--- src/rtl/hazard_ctrl_pkg.sv ---
// -----------------------------------------------------------------------------
// pipeline_pkg
// Shared pipeline definitions used by the hazard controller and its neighbours:
//   - register index width
//   - hazard FSM state encoding (2-bit, legacy-compatible localparams)
//   - ALU command codes carried in ID/EX (ALU_command_out)
//   - is_load() helper used by the ID/EX side to produce ex_is_load
//   - packed bundle of the five pipeline control strobes
// -----------------------------------------------------------------------------
package pipeline_pkg;

  localparam int REG_IDX_W = 5;

  // Hazard FSM encoding; also exported on state_o for debug.
  localparam logic [1:0] ST_RUN    = 2'd0;
  localparam logic [1:0] ST_LSTALL = 2'd1;
  localparam logic [1:0] ST_FLUSH  = 2'd2;
  localparam logic [1:0] ST_BUSY   = 2'd3;

  typedef enum logic [3:0] {
    ALU_ADD = 4'd0,
    ALU_SUB = 4'd1,
    ALU_AND = 4'd2,
    ALU_OR  = 4'd3,
    ALU_XOR = 4'd4,
    ALU_SLT = 4'd5,
    ALU_SLL = 4'd6,
    ALU_SRL = 4'd7,
    ALU_LW  = 4'd8,
    ALU_LH  = 4'd9,
    ALU_LB  = 4'd10,
    ALU_SW  = 4'd11,
    ALU_BEQ = 4'd12,
    ALU_JAL = 4'd13,
    ALU_MUL = 4'd14,
    ALU_DIV = 4'd15
  } alu_cmd_e;

  // True for commands whose result is only available after the memory stage.
  function automatic logic is_load(input alu_cmd_e cmd);
    return (cmd == ALU_LW) || (cmd == ALU_LH) || (cmd == ALU_LB);
  endfunction

  // Control strobes for PC, IF/ID and ID/EX. no_output fields are active-low.
  typedef struct packed {
    logic pc_en;
    logic if_id_en;
    logic if_id_no_output;
    logic id_ex_en;
    logic id_ex_no_output;
  } hz_ctrl_t;

endpackage

--- src/rtl/hazard_ctrl_perf_cnt.sv ---
// -----------------------------------------------------------------------------
// hazard_perf_cnt
// Performance counters for the hazard controller.
//   clk, rst        : core clock, asynchronous active-low reset
//   stall_i         : this cycle has pc_en=0
//   flush_i         : this cycle is a taken-branch flush
//   stall_cycles_o  : saturating count of stall cycles
//   flush_count_o   : wrapping count of flushes
// -----------------------------------------------------------------------------
module hazard_perf_cnt #(
  parameter int CNT_W   = 32,
  parameter int FLUSH_W = 16
) (
  input  logic               clk,
  input  logic               rst,
  input  logic               stall_i,
  input  logic               flush_i,
  output logic [CNT_W-1:0]   stall_cycles_o,
  output logic [FLUSH_W-1:0] flush_count_o
);

  logic [CNT_W-1:0]   stall_q, stall_d;
  logic [FLUSH_W-1:0] flush_q, flush_d;

  always_comb begin
    stall_d = stall_q;
    flush_d = flush_q;
    // Stall counter sticks at all-ones instead of rolling back to zero.
    if (stall_i && (stall_q != '1)) stall_d = stall_q + 1'b1;
    // Flush counter wraps naturally at 2^FLUSH_W.
    if (flush_i) flush_d = flush_q + 1'b1;
  end

  always_ff @(posedge clk or negedge rst) begin
    if (!rst) begin
      stall_q <= '0;
      flush_q <= '0;
    end else begin
      stall_q <= stall_d;
      flush_q <= flush_d;
    end
  end

  assign stall_cycles_o = stall_q;
  assign flush_count_o  = flush_q;

endmodule

--- src/rtl/hazard_ctrl.sv ---
// -----------------------------------------------------------------------------
// hazard_ctrl
// Pipeline hazard controller beside the ID stage. Each cycle it decides
// whether the front end advances, stalls for a load-use dependency, freezes
// while the multi-cycle unit is busy, or squashes IF/ID and ID/EX after a
// taken branch. Priority: flush > busy > load-use > run.
//   clk, rst                 : core clock, asynchronous active-low reset
//   id_r1/id_r2, id_uses_r*  : decode-stage source operands
//   ex_rd, ex_is_load        : destination and load flag held in ID/EX
//   ex_branch_taken          : EX resolved a taken branch/jump this cycle
//   mdu_busy                 : mul/div unit occupied
//   pc_en, *_en, *_no_output : pipeline controls (no_output active-low)
//   state_o                  : FSM state for debug
//   stall_cycles/flush_count : performance counters
// -----------------------------------------------------------------------------
module hazard_ctrl
  import pipeline_pkg::*;
#(
  parameter int CNT_W   = 32,
  parameter int FLUSH_W = 16
) (
  input  logic                 clk,
  input  logic                 rst,
  input  logic [REG_IDX_W-1:0] id_r1,
  input  logic [REG_IDX_W-1:0] id_r2,
  input  logic                 id_uses_r1,
  input  logic                 id_uses_r2,
  input  logic [REG_IDX_W-1:0] ex_rd,
  input  logic                 ex_is_load,
  input  logic                 ex_branch_taken,
  input  logic                 mdu_busy,
  output logic                 pc_en,
  output logic                 if_id_en,
  output logic                 if_id_no_output,
  output logic                 id_ex_en,
  output logic                 id_ex_no_output,
  output logic [1:0]           state_o,
  output logic [CNT_W-1:0]     stall_cycles,
  output logic [FLUSH_W-1:0]   flush_count
);

  logic [1:0] state_q, state_d;
  hz_ctrl_t   ctrl;
  logic       lu_hit;

  // x0 never carries a real dependency; unused operands are ignored.
  assign lu_hit = ex_is_load && (ex_rd != '0) &&
                  ((id_uses_r1 && (id_r1 == ex_rd)) ||
                   (id_uses_r2 && (id_r2 == ex_rd)));

  always_comb begin
    // NOTE: every output of this block gets a default before the priority
    // chain, so no path leaves a value unassigned and no latch is inferred.
    ctrl    = '{pc_en: 1'b1, if_id_en: 1'b1, if_id_no_output: 1'b1,
                id_ex_en: 1'b1, id_ex_no_output: 1'b1};
    state_d = ST_RUN;

    if (ex_branch_taken) begin
      // Squash both younger instructions in one cycle while fetching the target.
      ctrl.if_id_no_output = 1'b0;
      ctrl.id_ex_no_output = 1'b0;
      state_d              = ST_FLUSH;
    end else if (mdu_busy) begin
      ctrl.pc_en    = 1'b0;
      ctrl.if_id_en = 1'b0;
      ctrl.id_ex_en = 1'b0;
      state_d       = ST_BUSY;
    end else if (lu_hit && (state_q != ST_FLUSH)) begin
      // Hold PC and IF/ID, push a bubble into ID/EX. The ID instruction is a
      // bubble right after a flush, so its operands are not trusted then.
      ctrl.pc_en           = 1'b0;
      ctrl.if_id_en        = 1'b0;
      ctrl.id_ex_no_output = 1'b0;
      state_d              = ST_LSTALL;
    end

    // While in reset every stage holds cleared contents.
    if (!rst) ctrl = '0;
  end

  // NOTE: sequential state uses non-blocking assignments so every flop
  // samples its inputs from before the edge.
  always_ff @(posedge clk or negedge rst) begin
    if (!rst) state_q <= ST_RUN;
    else      state_q <= state_d;
  end

  hazard_perf_cnt #(
    .CNT_W  (CNT_W),
    .FLUSH_W(FLUSH_W)
  ) u_perf_cnt (
    .clk           (clk),
    .rst           (rst),
    .stall_i       (!ctrl.pc_en),
    .flush_i       (ex_branch_taken),
    .stall_cycles_o(stall_cycles),
    .flush_count_o (flush_count)
  );

  assign pc_en           = ctrl.pc_en;
  assign if_id_en        = ctrl.if_id_en;
  assign if_id_no_output = ctrl.if_id_no_output;
  assign id_ex_en        = ctrl.id_ex_en;
  assign id_ex_no_output = ctrl.id_ex_no_output;
  assign state_o         = state_q;

endmodule
--- config.mk ---
export PLATFORM = sky130hd
export DESIGN_NAME = hazard_ctrl
export DESIGN_NICKNAME = d
export VERILOG_FILES = /design/src/rtl/hazard_ctrl_pkg.sv /design/src/rtl/hazard_ctrl_perf_cnt.sv /design/src/rtl/hazard_ctrl.sv
export SDC_FILE = /design/constraint.sdc
export NUM_CORES = 1
export LEC_CHECK = 0
export CELL_PAD_IN_SITES_DETAIL_PLACEMENT = 0
export CELL_PAD_IN_SITES_GLOBAL_PLACEMENT = 1
export CORE_UTILIZATION = 33
export CTS_BUF_LIST = sky130_fd_sc_hd__clkbuf_4 sky130_fd_sc_hd__clkbuf_8
export CTS_CLUSTER_DIAMETER = 120
export CTS_CLUSTER_SIZE = 12
export DETAILED_ROUTE_END_ITERATION = 8
export GPL_ROUTABILITY_DRIVEN = 0
export PLACE_DENSITY_LB_ADDON = 0.1
export SYNTH_ARGS = -nofsm -noshare
export SYNTH_HDL_FRONTEND = slang
export SYNTH_HIERARCHICAL = 1
export SYNTH_SLANG_ARGS = --single-unit
--- constraint.sdc ---
create_clock -name clk -period 2.65 [get_ports clk]
set_clock_uncertainty 0.15 [all_clocks]
set_input_delay 0.3975 -clock clk [delete_from_list [all_inputs] [get_ports clk]]
set_output_delay 0.3975 -clock clk [all_outputs]
set_load 0.01 [all_outputs]
==> impl_metrics.ini <==
[logic_synthesis]
synth_most_common_cell = dfrtp_1
yosysTopAreaCellShare_pct = 48.9
netlist_instances = 249
synth-seq-area-share_pct = 48.9
synth_area_sq_um = 2560
synth_nets = 273
yosysUniqueCellTypes = 45
yosys-top-cells-count = 50 x dfrtp_1, 26 x xnor2_1, 24 x nand2_1, 24 x xor2_1, 19 x nor2_1
synth_async_sr_flop_share_pct = 100
yosys_warnings = 6
ys.flop_type = dfrtp_1
ys_top_cells_by_area = dfrtp_1 49%, xnor2_1 8.9%, xor2_1 8.2%, nand3_1 3.5%, nand2_1 3.5%
yosysTopAreaCell = dfrtp_1
avgSynthCellArea_sq_um = 10.3
synth_edf_count = 0
synth_seq_cells = 50

[timing]
drv_slew = 0
setup_viol_count_final = 0
max-slew-margin-rel_pct = 56.5
fmax_mhz = 397
max_slew.worst_pin.slew_ps = 647
hold_viol = 0
min_period_ps = 2520
period_share_pct = 95.1
rsz0062_at_grt = no
setup_tns_ps = 0

[global_route]
grt-ovfl-total = 0
grt_max_degree = 51
grt_pass1_vias = 2226
grt_usage_pct = 15.8
grt_pass1_wl_um = 10400
antenna_found_initial = 0

[clock_network]
htree_levels = 2
clockBufferDepth = 2
cts_hold_buf = 0
cts_tree = built
clkSinkCount = 50
cts_root_buf = clkbuf_8
cts_made_buffers = 5
clkLatencyLatePin_ps = 300
path_clk_slew_ps = 100

[detailed_routing]
routedWlPerCell_um = 13.8
drc = 0
totalWireLength_um = 6310
dr.pass1.iters = 4
ant_nets = 0
drt-initial-drc-count = 48
via_per_inst = 4.83
num_vias = 2203

[worst_setup_path]
worstSetupStartpoint = id_r2[4]
r2r_slack_ps = 360
crit_family = buffers and inverters
reg2reg_depth = 5
rr_startpoint = u_perf_cnt/stall_cycles_o[10]
reg2reg_to = u_perf_cnt/stall_cycles_o[1]
critPathMostFrequentCell = buf_4
cp-end-kind = flip-flop
crit_buf_inv = 5
cp_cell_sequence = clkdlybuf4s50_1 -> xor2_1 -> nor4_1 -> a32oi_1 -> buf_4 -> o21ai_4 -> inv_2 -> buf_6 -> nor4_4 -> buf_4 -> nand3_2 -> mux2_4
slowest_stage = clkdlybuf4s50_1
startpoint_type = input pin
crit_type = in2reg
crit_path_max_fanout = 4
slowest_delay_ps = 410
arrival_ps = 2570
critical_path_required_ps = 2700

[cells_and_area]
nets = 380
area_growth_pct = 48.5
fin_util_pct = 51.6
n_antenna_cell = 0
drive_gt1_share_pct = 17.9
final_area_sq_um = 3800

[job]
maxCapViolCount = 0

[place]
dpl_cell_area_sq_um = 3610
dp_hpwl_um = 4750
io_buffers = 76

[die]
fp-row-count = 31
die_h_um = 90.1
dieArea_sq_um = 8110
io_pins = 77
die_w_um = 90.1
initial_core_util_pct = 34.7
core_sq_um = 7370

[min_path]
hp-class = in2async

[power_and_ir_drop]
p_leak_nw = 1.64
vdd_drop_max_mv = 0.352
p_per_area_nw_per_um2 = 549

[run_status]
status = finished clean
worst reg2reg max path: stages (launching register included):
cell,delay (ps)
dfrtp_1,530
nand3_1,180
or4_4,450
or3_4,380
o21ai_2,160
mux2_1,330
area by class of cell:
cell class | instances | area (sq um)
repair buffers | 103 | 971
inverters | 5 | 18.8
clock buffers | 5 | 68.8
clock inverters | 3 | 21.3
well taps | 99 | 124
flip-flops and latches | 50 | 1250
multi-input cells | 191 | 1350
fillers | 709 | 3570
sequential cells by signal, summed over array words and instances (netlist names):
signal	flops
u_perf_cnt/stall_cycles_o	32
u_perf_cnt/flush_count_o	16
state_o	2
cell families after synthesis:
logic type	count (synthesis)	share of synthesized area [%]
XOR/XNOR	50	17.1
buffers and inverters	8	1.42
adder cells (fa/ha/maj)	2	0.977
AND/OR/NAND/NOR	115	24.3
AO/OA/AOI/OAI	20	5.62
flip-flops	50	48.9
multiplexers	4	1.71
per-layer routing:
layer | up-vias | part of all wire, % | routed length, um | global-route usage (%)
met5 | - | 0 | 0 | 0
met4 | 0 | 1.1 | 70 | 3.23
met3 | 7 | 4.2 | 264 | 3.38
met2 | 55 | 47 | 2980 | 27.0
met1 | 1044 | 47 | 2990 | 20.6
li1 | 1097 | - | - | -
placed cells by master, fill, tap and decap left out, types with 2 or more instances in the layout:
master           netlist  final
or4_4                  1      2
o21a_1                 3      3
clkdlybuf4s50_1        0     62
dfrtp_1               50     50
clkbuf_8               0      5
a211oi_1               2      2
nor2_1                19     17
nand4_1               14     14
clkdlybuf4s15_1        0      2
nor2_2                 0      2
a21oi_1                6      5
or2_2                  2      2
nand3_2                1      2
xnor2_1               26     26
xor2_1                24     24
buf_2                  1      2
and3_1                 7      7
nor4_2                 0      2
nand2_1               24     24
dlymetal6s2s_1         0      7
nor4_1                 7      4
buf_4                  1     26
ha_1                   2      2
inv_1                  5      4
nand4b_1               2      2
nor3_2                 1      3
nand3_1               18     17
dlygate4sd2_1          0      3
and2_1                 3      2
nor3_1                 6      4
worst max path at each step:
stage                                         end  slack [ps]  cells past startpoint
detailed placement  u_perf_cnt/stall_cycles_o[14]        -400                     11
floorplan           u_perf_cnt/stall_cycles_o[27]          40                      9
global placement    u_perf_cnt/stall_cycles_o[14]        -360                     11
finish              u_perf_cnt/stall_cycles_o[14]         130                     12
global route        u_perf_cnt/stall_cycles_o[14]          20                     12
CTS                                      if_id_en          -5                      6
power by group:
part / internal [W] / total [W] / switching, W
Combinational: 0.000358 / 0.000618 / 0.000260
Clock: 0.000186 / 0.000439 / 0.000254
Sequential: 0.000877 / 0.00103 / 0.000154
repair_timing:
item / CTS / global route
buffers inserted: 2 / 2
pin swaps: 4 / 8
resized for setup: 14 / 20
endpoints found under the setup margin: 10 / 17
per-stage QoR:
stage	setup WS (ps)	total power [W]	hold WS [ps]	cells
after floorplan	40.9	0.00130	-48.1	249
after global placement	-357	0.00165	307	445
final	130	0.00209	81.6	456
after CTS	-5.33	0.00211	101	454
after global routing	17.5	0.00222	134	456
after detailed placement	-399	0.00166	311	445
(Power assumes the default switching activity.)
